--- src/rtl/conv_mc.sv ---
// Multi-channel 2-D convolution engine: one KHxKW window per channel per cycle,
// bias + requantise + saturate. Define CONV_MC_RELU_EN for unsigned ReLU output.
//
//   state  | meaning
//   IDLE   | waiting for start
//   ACCUM  | adding one channel's window dot product per cycle
//   OUTPUT | result presented, waiting for out_ready
//   FINISH | one-cycle done pulse after the last pixel
module conv_mc #(
    parameter int IFMAP_HEIGHT  = 8,
    parameter int IFMAP_WIDTH   = 8,
    parameter int IN_CHANNELS   = 3,
    parameter int KERNEL_HEIGHT = 3,
    parameter int KERNEL_WIDTH  = 3,
    parameter int DATA_WIDTH    = 8,
    parameter int H_STRIDE      = 1,
    parameter int V_STRIDE      = 1,
    parameter int PADDING       = 0,
    parameter int SHIFT         = 0,
    localparam int OFMAP_HEIGHT = (IFMAP_HEIGHT + 2*PADDING - KERNEL_HEIGHT) / V_STRIDE + 1,
    localparam int OFMAP_WIDTH  = (IFMAP_WIDTH + 2*PADDING - KERNEL_WIDTH) / H_STRIDE + 1,
    localparam int ROW_W        = (OFMAP_HEIGHT > 1) ? $clog2(OFMAP_HEIGHT) : 1,
    localparam int COL_W        = (OFMAP_WIDTH > 1) ? $clog2(OFMAP_WIDTH) : 1
) (
    input  logic                           clk,
    input  logic                           reset,
    input  logic                           start,
    input  logic        [DATA_WIDTH-1:0]   ifmap   [IN_CHANNELS][IFMAP_HEIGHT][IFMAP_WIDTH],
    input  logic signed [DATA_WIDTH-1:0]   weights [IN_CHANNELS][KERNEL_HEIGHT][KERNEL_WIDTH],
    input  logic signed [2*DATA_WIDTH-1:0] bias,
    output logic                           out_valid,
    input  logic                           out_ready,
    output logic        [DATA_WIDTH-1:0]   out_data,
    output logic        [ROW_W-1:0]        out_row,
    output logic        [COL_W-1:0]        out_col,
    output logic                           busy,
    output logic                           done
);
    localparam int ACC_W = 2*DATA_WIDTH + $clog2(KERNEL_HEIGHT*KERNEL_WIDTH*IN_CHANNELS) + 1;
    localparam int CH_W  = (IN_CHANNELS > 1) ? $clog2(IN_CHANNELS) : 1;
    localparam int IH_W  = (IFMAP_HEIGHT > 1) ? $clog2(IFMAP_HEIGHT) : 1;
    localparam int IW_W  = (IFMAP_WIDTH > 1) ? $clog2(IFMAP_WIDTH) : 1;

`ifdef CONV_MC_RELU_EN
    localparam logic signed [ACC_W-1:0] SAT_HI = ACC_W'((2**DATA_WIDTH) - 1);
    localparam logic signed [ACC_W-1:0] SAT_LO = '0;
`else
    localparam logic signed [ACC_W-1:0] SAT_HI = ACC_W'((2**(DATA_WIDTH-1)) - 1);
    localparam logic signed [ACC_W-1:0] SAT_LO = ACC_W'(-(2**(DATA_WIDTH-1)));
`endif

    typedef enum logic [1:0] {IDLE, ACCUM, OUTPUT, FINISH} state_t;

    state_t                  state_q;
    logic [ROW_W-1:0]        row_q;
    logic [COL_W-1:0]        col_q;
    logic [CH_W-1:0]         ch_q;
    logic signed [ACC_W-1:0] acc_q;
    logic signed [ACC_W-1:0] dot_d;
    logic signed [ACC_W-1:0] acc_d;
    logic signed [ACC_W-1:0] res_d;
    logic signed [ACC_W-1:0] bias_ext;
    logic [DATA_WIDTH-1:0]   sat_d;
    logic                    last_ch;
    logic                    last_col;
    logic                    last_pix;

    // Window taps that land in the padding ring are simply skipped.
    always_comb begin
        int ir;
        int ic;
        dot_d = '0;
        ir    = 0;
        ic    = 0;
        for (int kh = 0; kh < KERNEL_HEIGHT; kh++) begin
            for (int kw = 0; kw < KERNEL_WIDTH; kw++) begin
                ir = int'(row_q) * V_STRIDE + kh - PADDING;
                ic = int'(col_q) * H_STRIDE + kw - PADDING;
                if (ir >= 0 && ir < IFMAP_HEIGHT && ic >= 0 && ic < IFMAP_WIDTH) begin
                    dot_d = dot_d + ACC_W'($signed({1'b0, ifmap[ch_q][ir[IH_W-1:0]][ic[IW_W-1:0]]})
                                           * weights[ch_q][kh][kw]);
                end
            end
        end
    end

    assign acc_d    = acc_q + dot_d;
    assign res_d    = acc_d >>> SHIFT;
    assign bias_ext = ACC_W'(bias);
    assign last_ch  = (ch_q == CH_W'(IN_CHANNELS - 1));
    assign last_col = (col_q == COL_W'(OFMAP_WIDTH - 1));
    assign last_pix = last_col && (row_q == ROW_W'(OFMAP_HEIGHT - 1));
    assign out_row  = row_q;
    assign out_col  = col_q;

    always_comb begin
        if (res_d > SAT_HI)
            sat_d = SAT_HI[DATA_WIDTH-1:0];
        else if (res_d < SAT_LO)
            sat_d = SAT_LO[DATA_WIDTH-1:0];
        else
            sat_d = res_d[DATA_WIDTH-1:0];
    end

    always_ff @(posedge clk) begin
        if (!reset) begin
            state_q   <= IDLE;
            row_q     <= '0;
            col_q     <= '0;
            ch_q      <= '0;
            acc_q     <= '0;
            out_valid <= 1'b0;
            out_data  <= '0;
            busy      <= 1'b0;
            done      <= 1'b0;
        end else begin
            done <= 1'b0;
            case (state_q)
                IDLE: begin
                    if (start) begin
                        row_q   <= '0;
                        col_q   <= '0;
                        ch_q    <= '0;
                        acc_q   <= bias_ext;
                        busy    <= 1'b1;
                        state_q <= ACCUM;
                    end
                end
                ACCUM: begin
                    acc_q <= acc_d;
                    if (last_ch) begin
                        ch_q      <= '0;
                        out_data  <= sat_d;
                        out_valid <= 1'b1;
                        state_q   <= OUTPUT;
                    end else begin
                        ch_q <= ch_q + CH_W'(1);
                    end
                end
                OUTPUT: begin
                    if (out_ready) begin
                        out_valid <= 1'b0;
                        acc_q     <= bias_ext;
                        if (last_pix) begin
                            done    <= 1'b1;
                            state_q <= FINISH;
                        end else begin
                            state_q <= ACCUM;
                            if (last_col) begin
                                col_q <= '0;
                                row_q <= row_q + ROW_W'(1);
                            end else begin
                                col_q <= col_q + COL_W'(1);
                            end
                        end
                    end
                end
                FINISH: begin
                    busy    <= 1'b0;
                    state_q <= IDLE;
                end
                default: state_q <= IDLE;
            endcase
        end
    end

endmodule
--- config.mk ---
export PLATFORM = sky130hd
export DESIGN_NAME = conv_mc
export DESIGN_NICKNAME = d
export VERILOG_FILES = /design/src/rtl/conv_mc.sv
export SDC_FILE = /design/constraint.sdc
export NUM_CORES = 2
export LEC_CHECK = 0
export ABC_AREA = 1
export BUFFER_PORTS_ARGS = -buffer_cell sky130_fd_sc_hd__buf_2
export CAP_MARGIN = 0
export CORE_AREA = 2 2 703 705
export DETAILED_ROUTE_END_ITERATION = 7
export DIE_AREA = 0 0 705 707
export PLACE_DENSITY_LB_ADDON = 0.3
export SLEW_MARGIN = 20
export SYNTH_ARGS = -nofsm -noshare
export SYNTH_HDL_FRONTEND = slang
export SYNTH_SLANG_ARGS = --single-unit
--- constraint.sdc ---
create_clock -name clk -period 74.5 [get_ports clk]
set_clock_uncertainty 0.2 [all_clocks]
set_input_delay 7.45 -clock clk [delete_from_list [all_inputs] [get_ports clk]]
set_output_delay 7.45 -clock clk [all_outputs]
set_load 0.005 [all_outputs]
# [After elaboration in Yosys (flattened, before gate mapping)]
# Cells that the tools add are included.
[classes] n_addsub=16 mul=9 n_lt_le_gt_ge=21 eq_ne=11 muxes=79 n_bitwise=7 n_reduce_logical=37
[op_table] operator="binary-select mux 512 bit (select 2 bit)" count=1
[op_table] operator="two-way mux 512 bit" count=2
[op_table] operator="binary-select mux 64 bit (select 3 bit)" count=3
[op_table] operator="two-way mux 64 bit" count=6
[op_table] operator="two-way mux 22 bit" count=11
[op_table] operator="binary-select mux 8 bit (select 3 bit)" count=9
[op_table] operator="adder 22 x 17 -> 22 bit" count=8
[op_table] operator="two-way mux 8 bit" count=20
[op_table] operator="multiplier 9 x 8 -> 17 bit" count=9
[op_table] operator="binary-select mux 72 bit (select 2 bit)" count=1
[op_table] operator="two-way mux 72 bit" count=2
[op_table] operator="case mux 22 bit (3 select lines)" count=1
[op_table] operator="greater-or-equal comparator 4 bit, second input constant" count=6
[op_table] operator="NOT 3 -> 4 bit" count=6
[op_table] operator="adder 22 bit" count=1
[op_table] operator="greater-than comparator 22 x 8 -> 1 bit, second input constant" count=1
[op_table] operator="logical AND 1 bit" count=22
[op_table] operator="less-than comparator 22 x 8 -> 1 bit, second input constant" count=1
[op_table] operator="two-way mux 3 bit" count=7
[op_table] operator="greater-or-equal comparator 4 x 1 -> 1 bit, second input constant" count=4
[op_table] operator="less-than comparator 4 bit, second input constant" count=4
[op_table] operator="two-way mux 2 bit" count=6
[op_table] operator="case mux 3 bit (2 select lines)" count=2
[op_table] operator="AND reduction 3 bit" count=4
[op_table] operator="other kinds (22)" count=43
[totals] register_bits=43 in_bits=1772 output_inout_bits=17 wordCells=189

# [Depth between registers and ports, before layout]
[logic_depth] ltp_word=32 ltp_mapped=159 ltp_nobuf=156

# [Worst setup path after synthesis]
# Ideal clock, no wire load.
[synth_timing] path_kind="input-to-reg" startpoint="input port ifmap[1067] (netlist name)" endpoint="register out_data[0]" setup_time_ns=0.070 arrival_time_ns=38.473 t_required_ns=74.230 path_slack_ns=35.757 path_stages=141 path_buffers=0 cell_sequence="a22oi_1 > a21boi_1 > nand2_1 > o21ai_0 > o21ai_0 > o22a_1 > nand2_1 > o21ai_1 > nand2_1 > nand3_1 > nand2_2 > nor2_1 > ha_1 > inv_1 > fa_1 > inv_1 > ha_1 > fa_1 > [105 not listed] > nand3_1 > o21ai_0 > or2_2 > nand3_1 > nand2_1 > ha_1 > inv_1 > nor3_1 > nand2_1 > o211ai_1 > xor2_1 > xor2_1 > inv_1 > nand3_1 > nand2_2 > nand2_2 > nand3_1 > a21oi_1"
[synth_between] elab_chain_cells=31 word_cells_on_any_way=70 classes_between="9 x add/sub; 9 x mul; 2 x order compare; 50 x mux"
[synth_lines] element="start, declared" line="28" rtl="input logic [DATA_WIDTH-1:0] ifmap [IN_CHANNELS][IFMAP_HEIGHT][IFMAP_WIDTH],"
[synth_lines] element="binary-select mux 512 bit (select 2 bit) *" line="80" rtl="dot_d = dot_d + ACC_W'($signed({1'b0, ifmap[ch_q][ir[IH_W-1:0]][ic[IW_W-1:0]]})"
[synth_lines] element="two-way mux 512 bit (not written as such) * (2 in a row)" line="80"
[synth_lines] element="binary-select mux 64 bit (select 3 bit)" line="80"
[synth_lines] element="two-way mux 64 bit (not written as such) (2 in a row)" line="80"
[synth_lines] element="binary-select mux 8 bit (select 3 bit)" line="80"
[synth_lines] element="two-way mux 8 bit (not written as such) (2 in a row)" line="80"
[synth_lines] element="multiplier 9 x 8 -> 17 bit" line="81" rtl="* weights[ch_q][kh][kw]);"
[synth_lines] element="two-way mux 22 bit" line="79" rtl="if (ir >= 0 && ir < IFMAP_HEIGHT && ic >= 0 && ic < IFMAP_WIDTH) begin"
[synth_lines] element="[12 not listed]"
[synth_lines] element="adder 22 x 17 -> 22 bit" line="80"
[synth_lines] element="two-way mux 22 bit" line="79"
[synth_lines] element="adder 22 x 17 -> 22 bit" line="80"
[synth_lines] element="two-way mux 22 bit *" line="79"
[synth_lines] element="adder 22 bit *" line="87" rtl="assign acc_d = acc_q + dot_d;"
[synth_lines] element="less-than comparator 22 x 8 -> 1 bit" line="99" rtl="else if (res_d < SAT_LO)"
[synth_lines] element="two-way mux 8 bit" line="99"
[synth_lines] element="two-way mux 8 bit *" line="97" rtl="if (res_d > SAT_HI)"
[synth_lines] element="end signal, assigned" line="133" rtl="out_data <= sat_d;"
[synth_lines] element="end, declared" line="33" rtl="output logic [DATA_WIDTH-1:0] out_data,"
# Mark *: on every way between the ends. The rest lies on a longest branch, timed or not. The select of a mux whose other input is x is not followed.
# A chain may end at the register's enable or synchronous reset.

# [Worst setup path in the final report]
[layout_timing] startpoint="input port ifmap[1293] (netlist name)" endpoint="register out_data[5]"
# The elaborated chain is that of the path after synthesis.

==> results list <==
- Wire length of the first global-routing pass: 805000 µm
- The later pin in the worst-skew pair is clocked with a latency of ~0.35 ns.
* Die span in x: a little over 700 µm
- Clock edge transition at the registers on the reported setup and hold paths: ~0.08 ns
* Total length of routed met3 wires: just over 70000 µm
- The wire-length estimate of the detail-placed layout is between 500000 and 600000 µm.
- Detailed Routing Iterations Pass 1: 6
- Count of boundary I/O pins: between 1500 and 2000
- Final hold analysis gives a worst-case slack of approximately 0.28 ns.
- For this design, the slowest cell found on the critical path is a22oi_1.
- In the post-synthesis netlist, the biggest area contributors are fa_1 (16%), nand2_1 (15%), ha_1 (13%), inv_1 (7.3%), o21ai_0 (5.8%).
- Yosys top cell by area: fa_1
- The worst pin sits at a relative slew slack of between 9 and 10%.
- CTS Root Cell: clkbuf_16
- After Yosys synthesis, full adders, half adders and majority gates account for between 20% and 30% of the synthesized area.
- In this run the number of H-tree levels came out at 2.
* Failing checks: antenna rules
- The routed design has around 650000 µm of wire.
- Among the stages of the critical path, the cell type that occurs most often is fa_1.
* Achievable Freq: 23.5 MHz
* Die Ht: 707 µm
* End point of the most critical hold path: busy$_SDFFE_PN0P_
* Worst hold-check path type: reg -> reg
- The worst register-to-register path has a setup slack of about 34 ns.
- Depth of the most critical reg-to-reg path: about 150
- Data on the critical path arrives at its endpoint at 42.62 ns.
- Result of the run: finished with violations
- Cell with the most instances after synthesis: nand2_1
- Count of buffers from port buffering: roughly 1800
* Multiplexer share of the synthesized area: less than 1%
* Maximum capacitance violations: 0
- Critical path capture point type: flop
- Resize count post-CTS: 0
- At the end of routability-driven placement, the weighted congestion stood at around 1.1.
- In the final layout, flip-flops and latches occupy a little under 900 µm².
* Portion of the post-synthesis area used by sequential elements: under 10%
- Pin count of the biggest net entering global routing: just under 200
* Net count after synthesis: 12200
* Avg Vias per Cell: 4.36
- In this run the post-CTS setup repair buffer count came out at 0.
- A synthesized cell averages 6.09 µm².
* Crit path time final: ~43 ns
- Initial antenna violation count: between 700 and 800
- Counting distinct cell types in the post-synthesis netlist gives slightly below 70.
- Met1 Wirelength: roughly 260000 µm
- In this run, synthesis produced a sequential element count of 43.
* Final net count: 13600
- # DRC: 0
- Synth Area in Compound Gates: 27.5%
* Startpoint kind of the worst setup timing path: input port
* Fill count: a little under 60000
* Combinational family with the most area after synthesis: adder cells
* WL per Instance: between 30 and 40 µm
* Mapped Area: approximately 0.057 mm²
- Along the worst path, the maximum fanout reaches 5.
- Final number of setup-violating endpoints: 0
* Final max-slew violation count: 0
* Launch instance of the worst min-delay path: busy$_SDFFE_PN0P_
* Share of the clock period used by the worst path: 57.1%
- Worst Path Class, Setup: in -> reg
- Yosys mapped a number of flops with a built-in enable equal to 0.
* CTS Hold Buffers Added: 0
- The number of endpoints with negative hold slack in the final report was 0.
- The number of clock buffers added by TritonCTS is 5.
* Total overflow reported by the global router: 0
- Row cnt: 258
- Slowest Stage Delay on Critical Path: about 0.76 ns
- Of the cells placed in the final design, the portion with a size suffix greater than 1 is 20.3%.
- Layout overhead on the synthesized area: 31.3%
- The most used flip-flop cell after synthesis is dfxtp_1.
- GRT Resource Usage Total: around a quarter
- Top routing layer in use: met5
* Cells on Worst Hold Path: 2
- Ys async rst share: 0%
* Post-synthesis share of cell area spent on and, or, nand and nor gates: roughly 27%
- CTS tree: done
* Effective utilization at floorplan: 11.6%
* Vias in the first global route: 69900
- Worst R2R End: out_data[5]$_SDFFE_PN0P_
- The clock passes through at most 2 buffers.
* Sink Count: 43
- The routed layout has a little under 80000 vias.
- The multi-input combinational cells in the finished layout cover a total of roughly 0.049 mm².
- Setup repair after global routing left no endpoint under its margin.
- Gate Count Post-Synth: between 9000 and 10000
- The startpoint identified for the worst register-to-register timing path is ch_q[0]$_SDFFE_PN0P_.
* Slew of the pin with the lowest slew margin: between 1 and 1.5 ns
* Commonest cells post-synth: nand2_1 (2324), inv_1 (1106), nor2_1 (804)
- Detailed-routed wire length on met2: between 200000 and 300000 µm
* Detail Route Antenna Nets: 2
* Core Region: just under 0.5 mm²
- Share of the synthesized area in the top cell type: between 10% and 20%
* Overall die area: around 0.5 mm²
- Setup total negative slack on the finished layout was measured at 0 ns.
- DRT iter0 DRCs: roughly 9500
* YS warnings: 0
- Xor/xnor share of the synthesized area: approximately 1.6%
* Worst endpoint required time: ~75 ns
[state kept, by name, summed over array words and instances (netlist names)]
register,cells
acc_q,22
busy,1
ch_q,2
done,1
out_col,3
out_data,8
out_row,3
out_valid,1
state_q,2
[through the flow]
| step | setup WS (ns) | cell area [µm²] | utilization, % | std cells |
|---|---|---|---|---|
| after floorplan | 35.76 | 56900 | - | 9357 |
| after global placement | 31.37 | 72700 | 14.8 | 17200 |
| after detailed placement | 31.67 | 72700 | 14.8 | 17200 |
| after CTS | 31.90 | 72900 | 14.8 | 17200 |
| after global routing | 29.63 | 74000 | 15.1 | 17700 |
| final | 31.95 | 74800 | 15.2 | 18000 |
[kinds of logic (layout without fill, tap and decap cells)]
| family | count (synthesis) | after routing |
|---|---|---|
| AOI/OAI and AO/OA | 2575 | 2575 |
| muxes | 7 | 7 |
| and+or+nand+nor | 3821 | 3821 |
| xor gates and xnor gates | 107 | 107 |
| buffers and inverters | 1744 | 3128 |
| adders and majority gates | 1060 | 1060 |
| DFF | 43 | 43 |
| other | 0 | 743 |
[layout make-up]
type	count	area share, %
multi-input cells	7570	65.5
repair buffers	1944	13.7
well taps	6500	10.9
inverters	1176	5.96
diodes	743	2.49
flip-flops and latches	43	1.18
clock buffers	6	0.201
clock inverters	2	0.0552
[critical path, delay by kind of cell]
| kind | cells | cell delay, ns |
|---|---|---|
| fa+ha+maj | 53 | 22.35 |
| simple gates | 25 | 3.08 |
| xor+xnor | 7 | 1.35 |
| compound gates | 26 | 6.63 |
| buf+inv | 27 | 1.75 |
[worst max-delay path by stage]
stage,cells after the start,endpoint,slack (ns),from
after global routing,145,out_data[0]$_SDFFE_PN0P_,29.63,ifmap[1356]
final,138,out_data[5]$_SDFFE_PN0P_,31.95,ifmap[1293]
after floorplan,141,out_data[0]$_SDFFE_PN0P_,35.76,ifmap[1067]
after global placement,145,out_data[1]$_SDFFE_PN0P_,31.37,ifmap[844]
after CTS,145,out_data[5]$_SDFFE_PN0P_,31.90,ifmap[844]
after detailed placement,145,out_data[1]$_SDFFE_PN0P_,31.67,ifmap[844]
[routing by layer]
metal	vias to the layer above	track usage, %
li1	34600	-
met1	37700	30.6
met2	4583	40.2
met3	1275	9.23
met4	274	9.07
met5	-	0
[cell usage in the layout (no fill, tap or decap), drive strengths merged, types with 44 or more instances in the layout]
| master | synthesis | layout |
|---|---|---|
| a22oi | 319 | 319 |
| diode | 0 | 743 |
| a21boi | 276 | 276 |
| nor2 | 821 | 821 |
| buf | 286 | 1944 |
| ha | 606 | 606 |
| o21ai | 973 | 973 |
| a31oi | 44 | 44 |
| o211ai | 110 | 110 |
| xor2 | 64 | 64 |
| nand3 | 523 | 523 |
| o22ai | 89 | 89 |
| fa | 454 | 454 |
| a21oi | 566 | 566 |
| nand2 | 2360 | 2360 |
| inv | 1172 | 1173 |
Power is left out: the tool's default activity adds up to more than one toggle a clock period on the data nets, which glitch-free logic cannot reach.
